==> src/rtl/dsp_bridge_pkg.sv <==
`default_nettype none
// ============================================================================
// Package : dsp_bridge_pkg
// Brief   : Shared widths and writer-FSM state type for dsp_host_bridge.
// Rev     : 1.0 - initial release
// ============================================================================
package dsp_bridge_pkg;

  localparam int DSP_ADDR_W  = 8;
  localparam int DSP_DATA_W  = 8;
  localparam int TIMESTAMP_W = 16;

  typedef enum logic [1:0] {
    IDLE   = 2'd0,
    WAIT   = 2'd1,
    STROBE = 2'd2
  } wr_state_e;

endpackage
`default_nettype wire

==> src/rtl/dsp_host_bridge_if.sv <==
`default_nettype none
// ============================================================================
// Interface : dsp_host_bridge_if
// Brief     : Host register, DSP and capture-consumer signals of the bridge.
// Config    : DSP_CAPTURE_TIMESTAMP_EN adds cap_timestamp.
// Rev       : 1.0 - initial release
// ============================================================================
interface dsp_host_bridge_if #(
  parameter int SAMPLE_WIDTH = 16,
  parameter int CHANNELS     = 2,
  parameter int CAP_DEPTH    = 16
);
  import dsp_bridge_pkg::*;

  logic                             host_reg_valid;
  logic                             host_reg_ready;
  logic [DSP_ADDR_W-1:0]            host_reg_address;
  logic [DSP_DATA_W-1:0]            host_reg_data;
  logic [DSP_ADDR_W-1:0]            dsp_reg_address;
  logic [DSP_DATA_W-1:0]            dsp_reg_data;
  logic                             dsp_reg_write_enable;
  logic                             dsp_idle;
  logic                             dsp_audio_valid;
  logic [CHANNELS*SAMPLE_WIDTH-1:0] dsp_audio;
  logic                             capture_enable;
  logic                             cap_valid;
  logic                             cap_ready;
  logic [CHANNELS*SAMPLE_WIDTH-1:0] cap_data;
  logic [$clog2(CAP_DEPTH):0]       cap_count;
  logic                             cap_overflow;
  logic                             clear_overflow;
`ifdef DSP_CAPTURE_TIMESTAMP_EN
  logic [TIMESTAMP_W-1:0]           cap_timestamp;
`endif

  modport master (
`ifdef DSP_CAPTURE_TIMESTAMP_EN
    input  cap_timestamp,
`endif
    output host_reg_valid, host_reg_address, host_reg_data, dsp_idle,
           dsp_audio_valid, dsp_audio, capture_enable, cap_ready, clear_overflow,
    input  host_reg_ready, dsp_reg_address, dsp_reg_data, dsp_reg_write_enable,
           cap_valid, cap_data, cap_count, cap_overflow
  );

  modport slave (
`ifdef DSP_CAPTURE_TIMESTAMP_EN
    output cap_timestamp,
`endif
    input  host_reg_valid, host_reg_address, host_reg_data, dsp_idle,
           dsp_audio_valid, dsp_audio, capture_enable, cap_ready, clear_overflow,
    output host_reg_ready, dsp_reg_address, dsp_reg_data, dsp_reg_write_enable,
           cap_valid, cap_data, cap_count, cap_overflow
  );

endinterface
`default_nettype wire

==> src/rtl/sync_fifo.sv <==
`default_nettype none
// ============================================================================
// Module : sync_fifo
// Brief  : Single-clock FIFO with registered occupancy; push on full is
//          accepted only when a pop frees a slot in the same cycle.
// Rev    : 1.0 - initial release
// ============================================================================
module sync_fifo #(
  parameter int WIDTH = 16,
  parameter int DEPTH = 4
) (
  input  wire logic                  clk,
  input  wire logic                  rst_n,
  input  wire logic                  i_push,
  input  wire logic                  i_pop,
  input  wire logic [WIDTH-1:0]      i_wdata,
  output logic      [WIDTH-1:0]      o_rdata,
  output logic                       o_full,
  output logic                       o_empty,
  output logic      [$clog2(DEPTH):0] o_count
);
  localparam int                  c_addr_w = $clog2(DEPTH);
  localparam logic [c_addr_w:0]   c_cnt_one = 1;
  localparam logic [c_addr_w-1:0] c_ptr_one = 1;

  logic [WIDTH-1:0]    r_mem [DEPTH];
  logic [c_addr_w-1:0] r_wr_ptr;
  logic [c_addr_w-1:0] r_rd_ptr;
  logic [c_addr_w:0]   r_count;
  logic                w_do_push;
  logic                w_do_pop;

  assign o_empty   = (r_count == '0);
  assign o_full    = (r_count == DEPTH[c_addr_w:0]);
  assign o_count   = r_count;
  assign o_rdata   = r_mem[r_rd_ptr];
  assign w_do_pop  = i_pop && !o_empty;
  assign w_do_push = i_push && (!o_full || w_do_pop);

  always_ff @(posedge clk) begin
    if (w_do_push) r_mem[r_wr_ptr] <= i_wdata;
  end

  // Pointers are exactly log2(DEPTH) wide, so wrap is free.
  always_ff @(posedge clk or negedge rst_n) begin
    if (!rst_n) begin
      r_wr_ptr <= '0;
      r_rd_ptr <= '0;
      r_count  <= '0;
    end else begin
      if (w_do_push) r_wr_ptr <= r_wr_ptr + c_ptr_one;
      if (w_do_pop)  r_rd_ptr <= r_rd_ptr + c_ptr_one;
      case ({w_do_push, w_do_pop})
        2'b10:   r_count <= r_count + c_cnt_one;
        2'b01:   r_count <= r_count - c_cnt_one;
        default: r_count <= r_count;
      endcase
    end
  end

endmodule
`default_nettype wire

==> src/rtl/dsp_host_bridge.sv <==
`default_nettype none
// ============================================================================
// Module : dsp_host_bridge
// Brief  : Queues host register writes toward an idle-gated DSP and buffers
//          DAC frames for a valid/ready consumer with overflow reporting.
// Config : DSP_CAPTURE_TIMESTAMP_EN adds a per-frame 16-bit cap_timestamp.
// Rev    : 1.0 - initial release
// ============================================================================
module dsp_host_bridge
  import dsp_bridge_pkg::*;
#(
  parameter int SAMPLE_WIDTH = 16,
  parameter int CHANNELS     = 2,
  parameter int CAP_DEPTH    = 16,
  parameter int REGQ_DEPTH   = 4
) (
  input wire logic          clock,
  input wire logic          reset,
  dsp_host_bridge_if.slave  bus
);
  localparam int c_frame_w = CHANNELS * SAMPLE_WIDTH;
`ifdef DSP_CAPTURE_TIMESTAMP_EN
  localparam int c_cap_w   = c_frame_w + TIMESTAMP_W;
`else
  localparam int c_cap_w   = c_frame_w;
`endif
  localparam int                  c_q_w     = DSP_ADDR_W + DSP_DATA_W;
  localparam int                  c_qcnt_w  = $clog2(REGQ_DEPTH) + 1;
  localparam logic [c_qcnt_w-1:0] c_q_one   = 1;

  // ---------------- register write queue and writer FSM ----------------
  logic                r_ready_en;
  logic                w_q_push;
  logic                w_q_pop;
  logic                w_q_full;
  logic                w_q_empty;
  logic [c_q_w-1:0]    w_q_rdata;
  logic [c_qcnt_w-1:0] w_q_count;
  wr_state_e           r_state;
  wr_state_e           w_state_next;
  logic                w_latch;
  logic [c_q_w-1:0]    r_dsp_word;

  // Ready is held low for one cycle after reset release.
  always_ff @(posedge clock or negedge reset) begin
    if (!reset) r_ready_en <= 1'b0;
    else        r_ready_en <= 1'b1;
  end

  assign bus.host_reg_ready = r_ready_en && !w_q_full;
  assign w_q_push           = bus.host_reg_valid && bus.host_reg_ready;

  sync_fifo #(.WIDTH(c_q_w), .DEPTH(REGQ_DEPTH)) u_regq (
    .clk     (clock),
    .rst_n   (reset),
    .i_push  (w_q_push),
    .i_pop   (w_q_pop),
    .i_wdata ({bus.host_reg_address, bus.host_reg_data}),
    .o_rdata (w_q_rdata),
    .o_full  (w_q_full),
    .o_empty (w_q_empty),
    .o_count (w_q_count)
  );

  always_ff @(posedge clock or negedge reset) begin
    if (!reset) r_state <= IDLE;
    else        r_state <= w_state_next;
  end

  always_comb begin
    w_state_next = r_state;
    w_latch      = 1'b0;
    unique case (r_state)
      IDLE:   if (!w_q_empty) w_state_next = WAIT;
      WAIT:   if (bus.dsp_idle) begin
                w_state_next = STROBE;
                w_latch      = 1'b1;
              end
      STROBE: w_state_next = ((w_q_count > c_q_one) || w_q_push) ? WAIT : IDLE;
      default: w_state_next = IDLE;
    endcase
  end

  assign w_q_pop                  = (r_state == STROBE);
  assign bus.dsp_reg_write_enable = (r_state == STROBE);

  always_ff @(posedge clock or negedge reset) begin
    if (!reset)       r_dsp_word <= '0;
    else if (w_latch) r_dsp_word <= w_q_rdata;
  end

  assign bus.dsp_reg_address = r_dsp_word[c_q_w-1:DSP_DATA_W];
  assign bus.dsp_reg_data    = r_dsp_word[DSP_DATA_W-1:0];

  // ---------------- capture FIFO ----------------
  logic               w_c_push;
  logic               w_c_pop;
  logic               w_c_full;
  logic               w_c_empty;
  logic               w_ovf_evt;
  logic [c_cap_w-1:0] w_c_wdata;
  logic [c_cap_w-1:0] w_c_rdata;
  logic               r_overflow;

  assign w_c_push  = bus.capture_enable && bus.dsp_audio_valid;
  assign w_c_pop   = !w_c_empty && bus.cap_ready;
  assign w_ovf_evt = w_c_push && w_c_full && !w_c_pop;

`ifdef DSP_CAPTURE_TIMESTAMP_EN
  logic [TIMESTAMP_W-1:0] r_ts;

  // Counts every presented frame, including those not captured.
  always_ff @(posedge clock or negedge reset) begin
    if (!reset)                   r_ts <= '0;
    else if (bus.dsp_audio_valid) r_ts <= r_ts + 1'b1;
  end

  assign w_c_wdata         = {r_ts, bus.dsp_audio};
  assign bus.cap_timestamp = w_c_empty ? '0 : w_c_rdata[c_frame_w +: TIMESTAMP_W];
`else
  assign w_c_wdata         = bus.dsp_audio;
`endif

  sync_fifo #(.WIDTH(c_cap_w), .DEPTH(CAP_DEPTH)) u_capq (
    .clk     (clock),
    .rst_n   (reset),
    .i_push  (w_c_push),
    .i_pop   (w_c_pop),
    .i_wdata (w_c_wdata),
    .o_rdata (w_c_rdata),
    .o_full  (w_c_full),
    .o_empty (w_c_empty),
    .o_count (bus.cap_count)
  );

  assign bus.cap_valid = !w_c_empty;
  assign bus.cap_data  = w_c_empty ? '0 : w_c_rdata[c_frame_w-1:0];

  // A fresh drop outranks a same-cycle clear.
  always_ff @(posedge clock or negedge reset) begin
    if (!reset)                  r_overflow <= 1'b0;
    else if (w_ovf_evt)          r_overflow <= 1'b1;
    else if (bus.clear_overflow) r_overflow <= 1'b0;
  end

  assign bus.cap_overflow = r_overflow;

endmodule
`default_nettype wire
==> src/flat_wrapper.sv <==
// flat-port wrapper written by rule: the top's interface ports become plain ports
module dsp_host_bridge_flat import dsp_bridge_pkg::*;
#(
  parameter int SAMPLE_WIDTH = 16,
  parameter int CHANNELS     = 2,
  parameter int CAP_DEPTH    = 16,
  parameter int REGQ_DEPTH   = 4
)
  (clock, reset, bus_host_reg_valid, bus_host_reg_address, bus_host_reg_data, bus_dsp_idle, bus_dsp_audio_valid, bus_dsp_audio, bus_capture_enable, bus_cap_ready, bus_clear_overflow, bus_host_reg_ready, bus_dsp_reg_address, bus_dsp_reg_data, bus_dsp_reg_write_enable, bus_cap_valid, bus_cap_data, bus_cap_count, bus_cap_overflow);
  dsp_host_bridge_if #(.SAMPLE_WIDTH(SAMPLE_WIDTH), .CHANNELS(CHANNELS), .CAP_DEPTH(CAP_DEPTH)) bus_i ();
  input wire logic clock;
  input wire logic reset;
  input wire logic [$bits(bus_i.host_reg_valid)-1:0] bus_host_reg_valid;
  input wire logic [$bits(bus_i.host_reg_address)-1:0] bus_host_reg_address;
  input wire logic [$bits(bus_i.host_reg_data)-1:0] bus_host_reg_data;
  input wire logic [$bits(bus_i.dsp_idle)-1:0] bus_dsp_idle;
  input wire logic [$bits(bus_i.dsp_audio_valid)-1:0] bus_dsp_audio_valid;
  input wire logic [$bits(bus_i.dsp_audio)-1:0] bus_dsp_audio;
  input wire logic [$bits(bus_i.capture_enable)-1:0] bus_capture_enable;
  input wire logic [$bits(bus_i.cap_ready)-1:0] bus_cap_ready;
  input wire logic [$bits(bus_i.clear_overflow)-1:0] bus_clear_overflow;
  output wire logic [$bits(bus_i.host_reg_ready)-1:0] bus_host_reg_ready;
  output wire logic [$bits(bus_i.dsp_reg_address)-1:0] bus_dsp_reg_address;
  output wire logic [$bits(bus_i.dsp_reg_data)-1:0] bus_dsp_reg_data;
  output wire logic [$bits(bus_i.dsp_reg_write_enable)-1:0] bus_dsp_reg_write_enable;
  output wire logic [$bits(bus_i.cap_valid)-1:0] bus_cap_valid;
  output wire logic [$bits(bus_i.cap_data)-1:0] bus_cap_data;
  output wire logic [$bits(bus_i.cap_count)-1:0] bus_cap_count;
  output wire logic [$bits(bus_i.cap_overflow)-1:0] bus_cap_overflow;
  assign bus_i.host_reg_valid = bus_host_reg_valid;
  assign bus_i.host_reg_address = bus_host_reg_address;
  assign bus_i.host_reg_data = bus_host_reg_data;
  assign bus_i.dsp_idle = bus_dsp_idle;
  assign bus_i.dsp_audio_valid = bus_dsp_audio_valid;
  assign bus_i.dsp_audio = bus_dsp_audio;
  assign bus_i.capture_enable = bus_capture_enable;
  assign bus_i.cap_ready = bus_cap_ready;
  assign bus_i.clear_overflow = bus_clear_overflow;
  assign bus_host_reg_ready = bus_i.host_reg_ready;
  assign bus_dsp_reg_address = bus_i.dsp_reg_address;
  assign bus_dsp_reg_data = bus_i.dsp_reg_data;
  assign bus_dsp_reg_write_enable = bus_i.dsp_reg_write_enable;
  assign bus_cap_valid = bus_i.cap_valid;
  assign bus_cap_data = bus_i.cap_data;
  assign bus_cap_count = bus_i.cap_count;
  assign bus_cap_overflow = bus_i.cap_overflow;
  dsp_host_bridge #(.SAMPLE_WIDTH(SAMPLE_WIDTH), .CHANNELS(CHANNELS), .CAP_DEPTH(CAP_DEPTH), .REGQ_DEPTH(REGQ_DEPTH)) u_core (.clock(clock), .reset(reset), .bus(bus_i));
endmodule
==> config.mk <==
export PLATFORM = sky130hd
export DESIGN_NAME = dsp_host_bridge_flat
export DESIGN_NICKNAME = d
export VERILOG_FILES = /design/src/rtl/dsp_bridge_pkg.sv /design/src/rtl/dsp_host_bridge_if.sv /design/src/rtl/sync_fifo.sv /design/src/rtl/dsp_host_bridge.sv /design/src/flat_wrapper.sv
export SDC_FILE = /design/constraint.sdc
export NUM_CORES = 1
export LEC_CHECK = 0
export CAP_MARGIN = 20
export CORE_UTILIZATION = 48
export CTS_CLUSTER_SIZE = 16
export DETAILED_ROUTE_END_ITERATION = 16
export PLACE_DENSITY = 0.66
export RECOVER_POWER = 50
export SLEW_MARGIN = 40
export SYNTH_ARGS = -nofsm -noshare
export SYNTH_HDL_FRONTEND = slang
export SYNTH_SLANG_ARGS = --single-unit
==> constraint.sdc <==
create_clock -name clock -period 6.04 [get_ports clock]
set_input_delay 1.208 -clock clock [delete_from_list [all_inputs] [get_ports clock]]
set_output_delay 1.208 -clock clock [all_outputs]
set_load 0.05 [all_outputs]
* Word-level counts from Yosys, hierarchy flattened
Memories as Yosys holds them, arrays and structs flattened. A register that Yosys moved wholly into a read port is not among the register bits. Cells that the tools add are included.
Storage, ports and cells: bits of input ports 56, register bits 24, logic and storage cells 71, latch bits 0, output and inout bits 57, memory bits (writable) 576, ROM bits 0, memories kept 2
Memory list:
- u_core.u_capq.r_mem | words 16, bits a word 32, read ports 1, clocked after Yosys merged registers in 0, wr ports 1, RTL line sync_fifo.sv:26 | logic [WIDTH-1:0] r_mem [DEPTH];
- u_core.u_regq.r_mem | words 4, bits a word 16, read ports 1, clocked after Yosys merged registers in 1, wr ports 1, RTL line sync_fifo.sv:26
Cells by class: div/mod/pow operators 0, shifts and indexed selects 0, $add $sub $neg 8, order comparisons 1, bitwise gates (word level) 0, muxes and demuxes 15, multiply operators 0, reductions and logical operators 26, equal/unequal tests 10
Operators with widths (number):
- $mux 32 | 1
- $logic_and 1x1->1 | 10
- $pmux 5 s2 | 1
- $mux 1 | 9
- $add 4x1->4 const B | 2
- $eq 2x1->1 const B | 3
- $eq 2x2->1 const B | 3
- $logic_not 1->1 | 6
- $pmux 2 s3 | 1
- $pmux 3 s2 | 1
- $reduce_bool 2->1 | 3
- $add 5x1->5 const B | 1
- $eq 5x5->1 const B | 1
- $logic_not 5->1 | 1
- $sub 5x1->5 const B | 1
- $add 2x1->2 const B | 2
- $mux 2 | 2
- $ne 2x2->1 const B | 2
- $add 3x1->3 const B | 1
- $eq 3x3->1 const B | 1
- $gt 3x1->1 const B | 1
- $logic_not 3->1 | 1
- $logic_or 1x1->1 | 3
- $sub 3x1->3 const B | 1
- 2 further kinds | 2

* Logic depth before layout (Yosys ltp)
depth in word-level cells 8, depth in mapped cells 9, depth with buffers taken out 9

* Cells and area by module
Synthesis repeated with hierarchy kept, for this count alone.
Second synthesis, totals: cells, all modules 1114, area, all modules 23939.2 um2
By module, submodules not included:
- sync_fifo at u_core.u_capq | instances 1, area an instance 20060.5 um2, seq. area each 15700.1 um2, cells an instance 887
- sync_fifo at u_core.u_regq | instances 1, area an instance 2831.5 um2, seq. area each 2097.0 um2, cells an instance 138
- dsp_host_bridge | instances 1, area an instance 1047.3 um2, seq. area each 500.5 um2, cells an instance 89

* Least setup slack after synthesis
OpenSTA, ideal clock, no wires.
path type input to register, from in bus_capture_enable, to mem u_core.u_capq.r_mem[12][0] in the netlist's numbering, enable pin, required time 5.619 ns, arrival 3.165 ns, setup time 0.421 ns, cell stages on the path 5, setup slack 2.454 ns, path buffers 1, cells stage by stage and2_1 > o31a_1 > buf_6 > nand3_1 > nor2_1
Between the ends: word-level cells in the longest chain between the ends 4
Ends and longest elaborated chain:
- start: declaration | RTL line flat_wrapper.sv:19 | input wire logic [$bits(bus_i.capture_enable)-1:0] bus_capture_enable;
- $logic_and 1x1->1 | RTL line dsp_host_bridge.sv:105 | assign w_c_push = bus.capture_enable && bus.dsp_audio_valid;
- $logic_and 1x1->1 | RTL line sync_fifo.sv:38 | assign w_do_push = i_push && (!o_full || w_do_pop);
- $mux 1 | RTL line sync_fifo.sv:41 | if (w_do_push) r_mem[r_wr_ptr] <= i_wdata;
- $mux 1 (implied by the code) | RTL line sync_fifo.sv:41
- end: declaration | RTL line sync_fifo.sv:26
No other way between the ends.

* Worst setup path after layout
from reg u_core.u_capq.r_rd_ptr[1], to out bus_cap_data[26]
Between the ends: word-level cells in the longest chain between the ends 2
Ends and longest elaborated chain:
- start: declaration | RTL line sync_fifo.sv:28 | logic [c_addr_w-1:0] r_rd_ptr;
- start signal: assignment | RTL line sync_fifo.sv:52 | if (w_do_pop) r_rd_ptr <= r_rd_ptr + c_ptr_one;
- $mem_v2 16x32
- $mux 32 | RTL line dsp_host_bridge.sv:137 | assign bus.cap_data = w_c_empty ? '0 : w_c_rdata[c_frame_w-1:0];
- end: declaration | RTL line flat_wrapper.sv:27 | output wire logic [$bits(bus_i.cap_data)-1:0] bus_cap_data;
No other way between the ends.

==> reports/summary.txt <==
R2R setup slack -> 3.07 ns
DRC -> 0
Yosys reg bits -> 616
Critical path buffers and inverters -> 2
hpwl dp -> 27500 um
Die Wd -> 224 um
Top FF cell, synth -> edfxtp_1
total grt overflow -> 0
Worst Path Required -> 4.83 ns
Slew @ Worst Pin -> 2.33 ns
largest net degree at the start of global routing -> 67
max-cap viol count -> 1
Hold Crit Depth -> 2
final setup fails -> 0
top cell type's share of synthesized area -> 72.8%
CTS sink count -> 616
yosys warns -> 0
minimum clock period -> 4.80 ns
Core Region -> 0.0488 sq mm
die area -> 0.0504 sq mm
via count -> 11100
FP Rows -> 81
clock root buffer -> clkbuf_16
RSZ-0062 raised after global routing -> false
routability cong. -> 0.755
crit-path leading delay family -> buffers and inverters
final hold slack -> 0.478 ns
placed inst area -> 0.0258 sq mm
area leader, netlist -> edfxtp_1
hold_sp -> u_core.r_dsp_word[15]
CP max FO -> 25
mean post-synth cell area -> 21.9 sq um
Seq/Total Area, Yosys -> 77.0%
Worst Reg-to-Reg Cells -> 5
crit path launch type -> flop
Top Ports -> 113
synthesized cell area -> 0.0238 sq mm
P per Cell Area -> 491 mW/mm^2
fin area -> 0.0277 sq mm
EDFF count, synth -> 576
first-pass GRT wire length -> 72700 um
antenna violations before repair -> 3
nets -> 1316
worst path cell trace -> buf_4 > mux4_2 > mux2_2 > a22oi_1 > nand2_1 > clkdlybuf4s50_1
first-pass iteration count of the detailed router -> 5
n_diodes -> 0
Peak Freq -> 208 MHz
clock skew -> 0.0108 ns
Worst-Skew Late Latency -> 0.62 ns
Final Cycle Share -> 79.4%
Post-CTS Resized -> 0
max-slew violation count -> 41
Slew HR -> -55.4%
initial core utilization -> 48.6%
reg2reg start -> u_core.u_capq.o_count[1]
die height -> 224 um
kind of critical path -> reg -> out
Global Route Usage Sum -> 19.9%
final hold violations -> 0
Cell Count, Final, Fillers Out -> 1960
wire per inst -> 24.8 um
CTS Buffer Depth -> 3
ratio of cells with drive above 1 in the final layout -> 27.2%
CP arrival -> 3.59 ns
Worst path slowest cell -> clkdlybuf4s50_1
Mapped Cells -> 1083
Post-DRT Antenna Nets -> 0
failing checks -> capacitance limit, slew limit
top cells by area, synth -> edfxtp_1, mux4_2, dfrtp_1
Num CTS Buffers -> 60
TNS Setup -> 0 ns
DRT iter0 DRCs -> 988
RR Endpoint -> u_core.u_capq.r_mem[2][20]
ys async rst share -> 6.49%
number of vias per cell -> 5.65
post-CTS repair timing setup buffer count -> 0
Cell variety after synth -> 45
Mapped Nets -> 1154
hold path endpoint -> u_core.r_dsp_word[15]
LEAKAGE -> 9.04 nW
Critical Path Sink Type -> output pin
Synth-to-Final Area Change -> 16.8%
status -> complete, but fails checks
CTS tree -> built
CTS clk-pin slew, worst paths -> 0.06 ns
Max rail drop VDD -> 0.322 mV
Port Buffers -> 112
vias in the first global route -> 11500
cts hold-fix bufs -> 0
H-Tree Level Count -> 2
DRT Wirelength -> 48600 um
CP max stage delay -> 0.71 ns
Inst Count DP -> 1845
Hold Path Class -> reg -> reg
## state kept, by name (all words and copies together) (netlist names)
signal                   cells
u_core.u_regq.r_wr_ptr       2
u_core.r_state               2
u_core.r_dsp_word           16
u_core.u_capq.r_rd_ptr       4
u_core.u_regq.o_count        3
u_core.u_regq.r_rd_ptr       2
u_core.u_capq.o_count        5
u_core.u_capq.r_mem        512
u_core.u_capq.r_wr_ptr       4
u_core.u_regq.r_mem         64
u_core.bus.cap_overflow      1
u_core.r_ready_en            1
## report_power, final
part           total [W]  internal (W)  leakage (nW)  switching (W)
registers        0.00528       0.00503          5.66       0.000246
logic            0.00479       0.00201          2.44        0.00278
clock network    0.00357       0.00202         0.938        0.00154
## worst register-to-register path, cell delays in order, from the launching register on
cell,delay (ns)
dfrtp_1,0.56
or4_4,0.23
o31a_1,0.35
nor3b_1,0.38
and2_2,0.75
buf_4,0.39
## through the flow
stage          setup WS [ns]  utilization, %  total power, W
2_1_floorplan           2.45               -         0.00871
3_3_place_gp            1.70            52.7          0.0102
3_5_place_dp            1.72            52.9          0.0102
4_1_cts                 1.03            56.7          0.0138
5_1_grt                 1.09            56.8          0.0142
6_report                1.24            56.8          0.0136
## routing by layer
layer	track usage, %	wire length [um]
met3	3.50	2720
met5	0	37
met1	28.4	21100
met2	31.9	23800
met4	5.33	866
## how the worst max path moves through the flow
stage | start | end | slack [ns] | cells after the start
floorplan | bus_capture_enable | u_core.u_capq.r_mem[12][0] | 2.45 | 5
global placement | u_core.u_capq.r_rd_ptr[3] | bus_cap_data[6] | 1.70 | 7
detailed placement | bus_capture_enable | u_core.u_capq.r_mem[14][17] | 1.72 | 6
CTS | u_core.u_capq.r_rd_ptr[0] | bus_cap_data[16] | 1.03 | 5
global route | u_core.u_capq.r_rd_ptr[1] | bus_cap_data[26] | 1.09 | 6
finish | u_core.u_capq.r_rd_ptr[1] | bus_cap_data[26] | 1.24 | 6
## logic make-up (layout without fill, tap and decap cells)
| kind of cell | after synthesis | in the layout | share of synthesized area, % |
|---|---|---|---|
| flops | 616 | 616 | 77.0 |
| mux | 195 | 195 | 16.1 |
| simple gates | 120 | 120 | 2.37 |
| buf+inv | 64 | 277 | 1.47 |
| compound gates | 55 | 55 | 1.66 |
| xor+xnor | 17 | 17 | 0.627 |
| fa+ha+maj | 15 | 15 | 0.790 |
| other cells | 1 | 1 | 0.0158 |
## cell type report
cell class                      count  area [sq um]
Clock inverter                     38           272
Tap cell                          664           831
Timing Repair Buffer              150          1470
Sequential cell                   616         18300
Inverter                           14          52.6
Clock buffer                       75          1620
Multi-Input combinational cell    403          5200
Fill cell                        3667         21100
## synth_stat cells, drive strengths merged (2+ instances only)
cell type and n:
edfxtp 576, mux4 144, nand2 79, mux2 48
dfrtp 40, a22oi 32, buf 31, clkbuf 19
ha 15, and2 14, inv 13, xnor2 13
o21ai 6, nor2 5, and3 4, xor2 4
a21boi 3, a21oi 3, mux2i 3, nand3 3
o41ai 3, and3b 2, nand2b 2, nand4 2
nor2b 2, o22ai 2, o31a 2, or4 2
## placed cells by master (no fill, tap or decap), types with 4 or more instances in the layout
cell type	instances
ha_1	15
mux4_2	144
clkinv_1	11
dfrtp_1	36
clkdlybuf4s50_1	60
mux2_2	48
clkbuf_1	12
nor2_4	4
buf_8	4
o21ai_0	6
and3_2	4
clkbuf_8	4
clkbuf_16	61
inv_1	13
edfxtp_1	576
nand2_1	79
and2_2	11
xor2_1	4
buf_4	28
dlygate4sd3_1	51
xnor2_1	13
clkinv_2	19
a22oi_1	32
(Power assumes the default switching activity.)
